--- config.mk ---
export PLATFORM = sky130hd
export DESIGN_NAME = uart_rx
export DESIGN_NICKNAME = d
export VERILOG_FILES = /design/src/rtl/uart_pkg.sv /design/src/rtl/sync_2ff.sv /design/src/rtl/uart_rx.sv
export SDC_FILE = /design/constraint.sdc
export NUM_CORES = 1
export LEC_CHECK = 0
export ABC_AREA = 1
export BUFFER_PORTS_ARGS = -buffer_cell sky130_fd_sc_hd__buf_2
export CAP_MARGIN = 40
export CORE_MARGIN = 2
export CORE_UTILIZATION = 30
export DETAILED_ROUTE_END_ITERATION = 16
export PLACE_DENSITY_LB_ADDON = 0.1
export SYNTH_ARGS = -nofsm -noshare
export SYNTH_HDL_FRONTEND = slang
export SYNTH_SLANG_ARGS = --single-unit
--- constraint.sdc ---
create_clock -name clk_i -period 2.29 [get_ports clk_i]
set_input_delay 0.3435 -clock clk_i [delete_from_list [all_inputs] [get_ports clk_i]]
set_output_delay 0.3435 -clock clk_i [all_outputs]
set_load 0.02 [all_outputs]
--- src/rtl/uart_pkg.sv ---
// uart_pkg: UART constants and receiver state encodings, shared by the receiver and transmitter.
package uart_pkg;
  localparam int unsigned CLKS_PER_BIT_DEFAULT = 434;
  typedef enum logic [2:0] {IDLE, START, DATA, STOP, BREAK} uart_rx_state_e;
endpackage

--- src/rtl/sync_2ff.sv ---
// sync_2ff: two-flop synchronizer for a single asynchronous input.
module sync_2ff #(
  parameter logic RESET_VAL = 1'b1
) (
  input  logic clk_i,
  input  logic reset_i,
  input  logic d_i,
  output logic q_o
);
  logic meta_q, sync_q;
  always_ff @(posedge clk_i or negedge reset_i)
    if (!reset_i) begin
      meta_q <= RESET_VAL;
      sync_q <= RESET_VAL;
    end else begin
      meta_q <= d_i;
      sync_q <= meta_q;
    end
  assign q_o = sync_q;
endmodule

--- src/rtl/uart_rx.sv ---
// uart_rx: 8N1 LSB-first receiver sampling mid-bit, with frame-error detection and break hold-off.
module uart_rx
  import uart_pkg::*;
#(
  parameter int unsigned CLKS_PER_BIT = CLKS_PER_BIT_DEFAULT
) (
  input  logic       clk_i,
  input  logic       reset_i,
  input  logic       rx_i,
  output logic       uart_rx_irq,
  output logic [7:0] uart_rx_byte,
  output logic       frame_err_o,
  output logic       busy_o
);
  localparam int unsigned TW = $clog2(CLKS_PER_BIT);
  localparam logic [TW-1:0] HALF_M1 = TW'(CLKS_PER_BIT / 2 - 1);
  localparam logic [TW-1:0] FULL_M1 = TW'(CLKS_PER_BIT - 1);
  uart_rx_state_e state_q, state_d;
  logic [TW-1:0] timer_q, timer_d;
  logic [2:0] idx_q, idx_d;
  logic [7:0] shift_q, shift_d, byte_q, byte_d;
  logic irq_q, irq_d, ferr_q, ferr_d;
  logic rx_s;
  sync_2ff #(.RESET_VAL(1'b1)) u_sync (
    .clk_i  (clk_i),
    .reset_i(reset_i),
    .d_i    (rx_i),
    .q_o    (rx_s)
  );
  always_comb begin
    state_d = state_q;
    timer_d = timer_q + TW'(1);
    idx_d   = idx_q;
    shift_d = shift_q;
    byte_d  = byte_q;
    irq_d   = 1'b0;
    ferr_d  = 1'b0;
    case (state_q)
      IDLE: begin
        timer_d = '0;
        state_d = rx_s ? IDLE : START;
      end
      START:
        if (timer_q == HALF_M1) begin
          timer_d = '0;
          idx_d   = '0;
          state_d = rx_s ? IDLE : DATA;
        end
      DATA:
        if (timer_q == FULL_M1) begin
          timer_d = '0;
          shift_d = {rx_s, shift_q[7:1]};
          idx_d   = idx_q + 3'd1;
          state_d = (idx_q == 3'd7) ? STOP : DATA;
        end
      STOP:
        if (timer_q == FULL_M1) begin
          timer_d = '0;
          byte_d  = rx_s ? shift_q : byte_q;
          irq_d   = rx_s;
          ferr_d  = !rx_s;
          state_d = rx_s ? IDLE : BREAK;
        end
      BREAK: begin
        timer_d = '0;
        state_d = rx_s ? IDLE : BREAK;
      end
      default: begin
        timer_d = '0;
        state_d = IDLE;
      end
    endcase
  end
  always_ff @(posedge clk_i or negedge reset_i)
    if (!reset_i) begin
      state_q <= IDLE;
      timer_q <= '0;
      idx_q   <= '0;
      shift_q <= '0;
      byte_q  <= '0;
      irq_q   <= 1'b0;
      ferr_q  <= 1'b0;
    end else begin
      state_q <= state_d;
      timer_q <= timer_d;
      idx_q   <= idx_d;
      shift_q <= shift_d;
      byte_q  <= byte_d;
      irq_q   <= irq_d;
      ferr_q  <= ferr_d;
    end
  assign uart_rx_irq  = irq_q;
  assign uart_rx_byte = byte_q;
  assign frame_err_o  = ferr_q;
  assign busy_o       = state_q != IDLE;
endmodule
== After elaboration in Yosys (flattened, before gate mapping) ==
Index checks and enable logic that the tools add are counted.
Storage, ports and cells
  flip-flop bits (word level): 35
  bits in latches: 0
  bits in writable memories: 0
  ROM bits: 0
  input port bits: 3
  output and inout port bits: 11
  memories: 0
Operators by class
  $add $sub $neg: 2
  multipliers: 0
  div/mod/pow operators: 0
  $lt $le $gt $ge: 0
  equality and inequality tests: 10
  shifts and indexed selects: 0
  multiplexer cells: 18
  bitwise logic cells: 0
  reductions and logical operators: 9
Operator list (count)
  $mux 3: 6
  $mux 9: 2
  $pmux 9 s2: 1
  $pmux 3 s5: 1
  $add 9x1->9 const B: 1
  $eq 9x8->1 const B: 1
  $eq 9x9->1 const B: 1
  $reduce_and 3->1: 3
  $eq 3x2->1 const B: 2
  $eq 3x3->1 const B: 2
  $mux 1: 6
  $ne 2x2->1 const B: 3
  $pmux 3 s2: 1
  $add 3x1->3 const B: 1
  $eq 3x1->1 const B: 1
  $logic_not 3->1: 1
  $reduce_bool 3->1: 1
  $mux 2: 1
  $reduce_and 2->1: 1
  $reduce_bool 2->1: 1
  $reduce_or 2->1: 1
  $logic_not 1->1: 1

== Depth between registers and ports, before layout ==
  word-level depth: 4
  gate-level depth with buffers: 9

== Modules after synthesis ==
A second synthesis with hierarchy kept.
Second synthesis, totals
  cell total of the unflattened synthesis: 182
  area, all modules: 1641.6 um^2
By module, submodules not included
  uart_rx: times used 1, cells each 180, area an instance 1589.0 um^2
  sync_2ff: times used 1, cells each 2, area an instance 52.6 um^2

== Least setup slack after synthesis ==
No wires, ideal clock.
  kind: reg-to-reg
  from: register timer_q[1]
  to: register byte_q[0] (netlist: uart_rx_byte[0])
  library setup time: 117 ps
  arrival: 1170 ps
  data required time: 2173 ps
  slack: 1003 ps
  stages on the path, launching flop included: 10
  path buffers: 0
  clock period less this slack: 1287 ps
  cell sequence: dfrtp_1 > inv_1 > ha_1 > nand2_1 > nor2_2 > nand2_2 > inv_4 > nand3_4 > nand2_1 > nand2_1
On the way
  cells in the longest elaborated chain, start to end: 2
Ends and longest elaborated chain
  start, declared: line uart_rx.sv:19  | logic [TW-1:0] timer_q, timer_d;
  start signal, assigned: line uart_rx.sv:85  | timer_q <= timer_d;
  $eq 9x9->1: line uart_rx.sv:57  | if (timer_q == FULL_M1) begin
  $reduce_and 3->1 (no source line)
  end signal, assigned: line uart_rx.sv:88  | byte_q <= byte_d;
  end, declared: line uart_rx.sv:21  | logic [7:0] shift_q, shift_d, byte_q, byte_d;
No other way between the ends.
A chain may end at the register's enable or synchronous reset.

== Worst setup path in the final report ==
  from: register timer_q[1]
  to: register idx_q[2]
On the way
  cells in the longest elaborated chain, start to end: 3
Ends and longest elaborated chain
  $eq 9x9->1 or $eq 9x8->1 (tied branches): line uart_rx.sv:50, uart_rx.sv:44
  $ne 2x2->1 (no source line)
  $reduce_and 3->1 (no source line) *
  end signal, assigned: line uart_rx.sv:86  | idx_q <= idx_d;
  end, declared: line uart_rx.sv:20  | logic [2:0] idx_q, idx_d;
Every way passes the cells marked *; elsewhere a longest branch is shown, timed or not.

==> metrics.txt <==
status completed; skew final 0.00438 ns; R2R Setup Slk 0.67 ns; Post-Syn Instances 184; Top delay family on crit path simple AND/OR/NAND/NOR gates; largest net degree at the start of global routing 36; VDD IR max 0.281 mV; Max transition margin a little under half; Pwr Density 573 mW/mm2; post-CTS setup buffers 0; worst skew pair latency approximately 0.28 ns; final setup TNS 0 ns; gpl congestion 0.758; WL/cell 11.0 um; crit path launch type flip-flop; min Tclk post-route between 1.5 and 2 ns; Layout area overhead 12.9%; first-pass GRT wire length 5.46 mm; Congestion Overflow GR 0; Die W 78 um; Vias 1210; mapped cell area around 0.0016 mm2; Mapped Avg Cell Area 8.93 um2; Pre-antenna DRT Iters 4; Worst path slowest cell dfrtp_1; CTS clk-pin slew, worst paths 0.07 ns; Seq cells post-synth 35; Core Region 0.00520 mm2; Core Rows 26; layout net count 209; initial detailed-routing violation count 72; RR Startpoint timer_q[1]; unrepaired setup endpoints after global routing no; Core Util, Final 35.6%; P_leak 0.946 nW; crit path kind flip-flop to flip-flop; initial antenna violation count 0; Final Cycle Share 71.0%; Tightest Pin Transition 0.793 ns; worst path cell trace inv_1 -> ha_1 -> nand2_1 -> nor2_2 -> nand3_2 -> nand2_1 -> nand2_1 -> nand2_1 -> nand2_1; layout cells sized above 1 18.8%; final WL 3.01 mm; CP bufs+invs 1; # Max-Cap Violations 0; initial core utilization 31.6%; I/O pin count 14; post-cts resize count 0; vias in the first global route 1225; Fillers 565; library cells used by synthesis 27; final hold vios 0; CP max FO 11; Top cell by count, worst path nand2_1; Inserted Clock Buffers 5; footprint of the multi-input gates roughly 650 um2; die height 78 um; CTS root buf clkbuf_8; CTS Sinks 35; Critical path origin timer_q[1]; Post-DRT Antenna Nets 0; H-tree depth 2; CTS max path bufs 2; Placed Area 0.00177 mm2; Total GRT Usage 11.6%; Final setup viols 0; overall power 1.06 mW; Post-route DRC 0; Critical Path AT around 1.8 ns; CTS tree yes; worst hold margin 0.140 ns; Max Slew Vio Count 0; die area 0.00608 mm2; vias per inst about 4.4; post-synthesis sequential area ratio between 50 and 60%; CP max stage delay 0.40 ns; Yosys Warn Count 0; CP Capture Type flip-flop; port bufs 13; Max Fclk 615 MHz; Synthesized Nets 192; post-DP HPWL 2.19 mm; Sequential cell area 878 um2; hold buffers post-CTS 0; design area approximately 0.0019 mm2; Critical Path RT 2.47 ns; hold crit path type primary input to async pin; # diodes 0
cells in the final DEF (no fill, tap or decap):
cell      Yosys  routed
o21ai_0       2       2
inv_2         4       4
a21boi_1      1       1
buf_2         0      13
xnor2_1       1       1
nand3_2       2       2
inv_4         2       2
clkbuf_8      0       5
nor3_1        3       3
ha_1          5       5
nand4_1       9       9
nor3_4        1       1
clkinv_4      1       1
nor2_4        1       1
nand3_4       1       1
o21ai_1       4       4
nor2_1       17      17
nand2_1      58      58
dfstp_2       2       2
nor2_2        1       1
inv_1        15      15
clkinv_2      0       1
nand3_1       8       8
clkbuf_1      1       2
nand2_2       4       4
dfrtp_1      33      33
nand3b_1      1       1
xor2_1        5       5
state kept, by name, summed over array words and instances, names as in the netlist:
| signal | count |
|---|---|
| u_sync.meta_q | 1 |
| idx_q | 3 |
| u_sync.q_o | 1 |
| uart_rx_irq | 1 |
| timer_q | 9 |
| uart_rx_byte | 8 |
| state_q | 3 |
| frame_err_o | 1 |
| shift_q | 8 |
layer usage:
| layer | part of all wire (%) | up-vias | track usage [%] |
|---|---|---|---|
| li1 | - | 610 | - |
| met1 | 45 | 573 | 12.8 |
| met2 | 50 | 22 | 20.3 |
| met3 | 4.0 | 5 | 3.49 |
| met4 | 1.4 | 0 | 5.26 |
| met5 | 0 | - | 0 |
kinds of logic (layout without fill, tap and decap cells):
logic type	Yosys count	in the layout	synth area share [%]
AO/OA/AOI/OAI	7	7	2.29
XOR/XNOR	6	6	3.20
flip-flops	35	35	53.5
buffers and inverters	25	43	7.01
AND/OR/NAND/NOR	106	106	30.2
adder cells (fa/ha/maj)	5	5	3.81
where the power goes:
group          switching (mW)  internal (mW)
sequential            0.00423          0.622
combinational          0.0128        0.00179
clock                   0.208          0.213
total                   0.225          0.836
cells in the mapped netlist, drive strengths merged:
| cell | instances | area (um2) |
|---|---|---|
| nand2 | 62 | 243 |
| dfrtp | 33 | 826 |
| inv | 21 | 83.8 |
| nor2 | 19 | 81.3 |
| nand3 | 11 | 77.6 |
| nand4 | 9 | 56.3 |
| o21ai | 6 | 30.0 |
| ha | 5 | 62.6 |
| xor2 | 5 | 43.8 |
| nor3 | 4 | 31.3 |
| buf | 2 | 18.8 |
| dfstp | 2 | 52.6 |
| a21boi | 1 | 7.51 |
| clkbuf | 1 | 3.75 |
| clkinv | 1 | 8.76 |
| nand3b | 1 | 7.51 |
| xnor2 | 1 | 8.76 |
worst paths after layout:
kind | cells past startpoint | to
max | 9 | idx_q[2]
min | 1 | uart_rx_byte[2]
max reg2reg | 9 | idx_q[2]
min reg2reg | 0 | u_sync.q_o
max in group asynchronous | 1 | timer_q[0]
min in group clk_i | 1 | u_sync.meta_q
metrics by stage:
step                setup WS [ns]  instances
floorplan                    1.00        184
global placement            0.737        264
detailed placement          0.652        264
CTS                         0.647        272
global route                0.524        272
finish                      0.665        272
layout make-up:
| cell class | count | share of cell area (%) |
|---|---|---|
| Timing Repair Buffer | 13 | 3.51 |
| Inverter | 22 | 4.99 |
| Sequential cell | 35 | 47.4 |
| Multi-Input combinational cell | 124 | 35.0 |
| Clock buffer | 7 | 4.12 |
| Tap cell | 70 | 4.72 |
| Clock inverter | 1 | 0.270 |
Power figures use the tool's default switching activity.
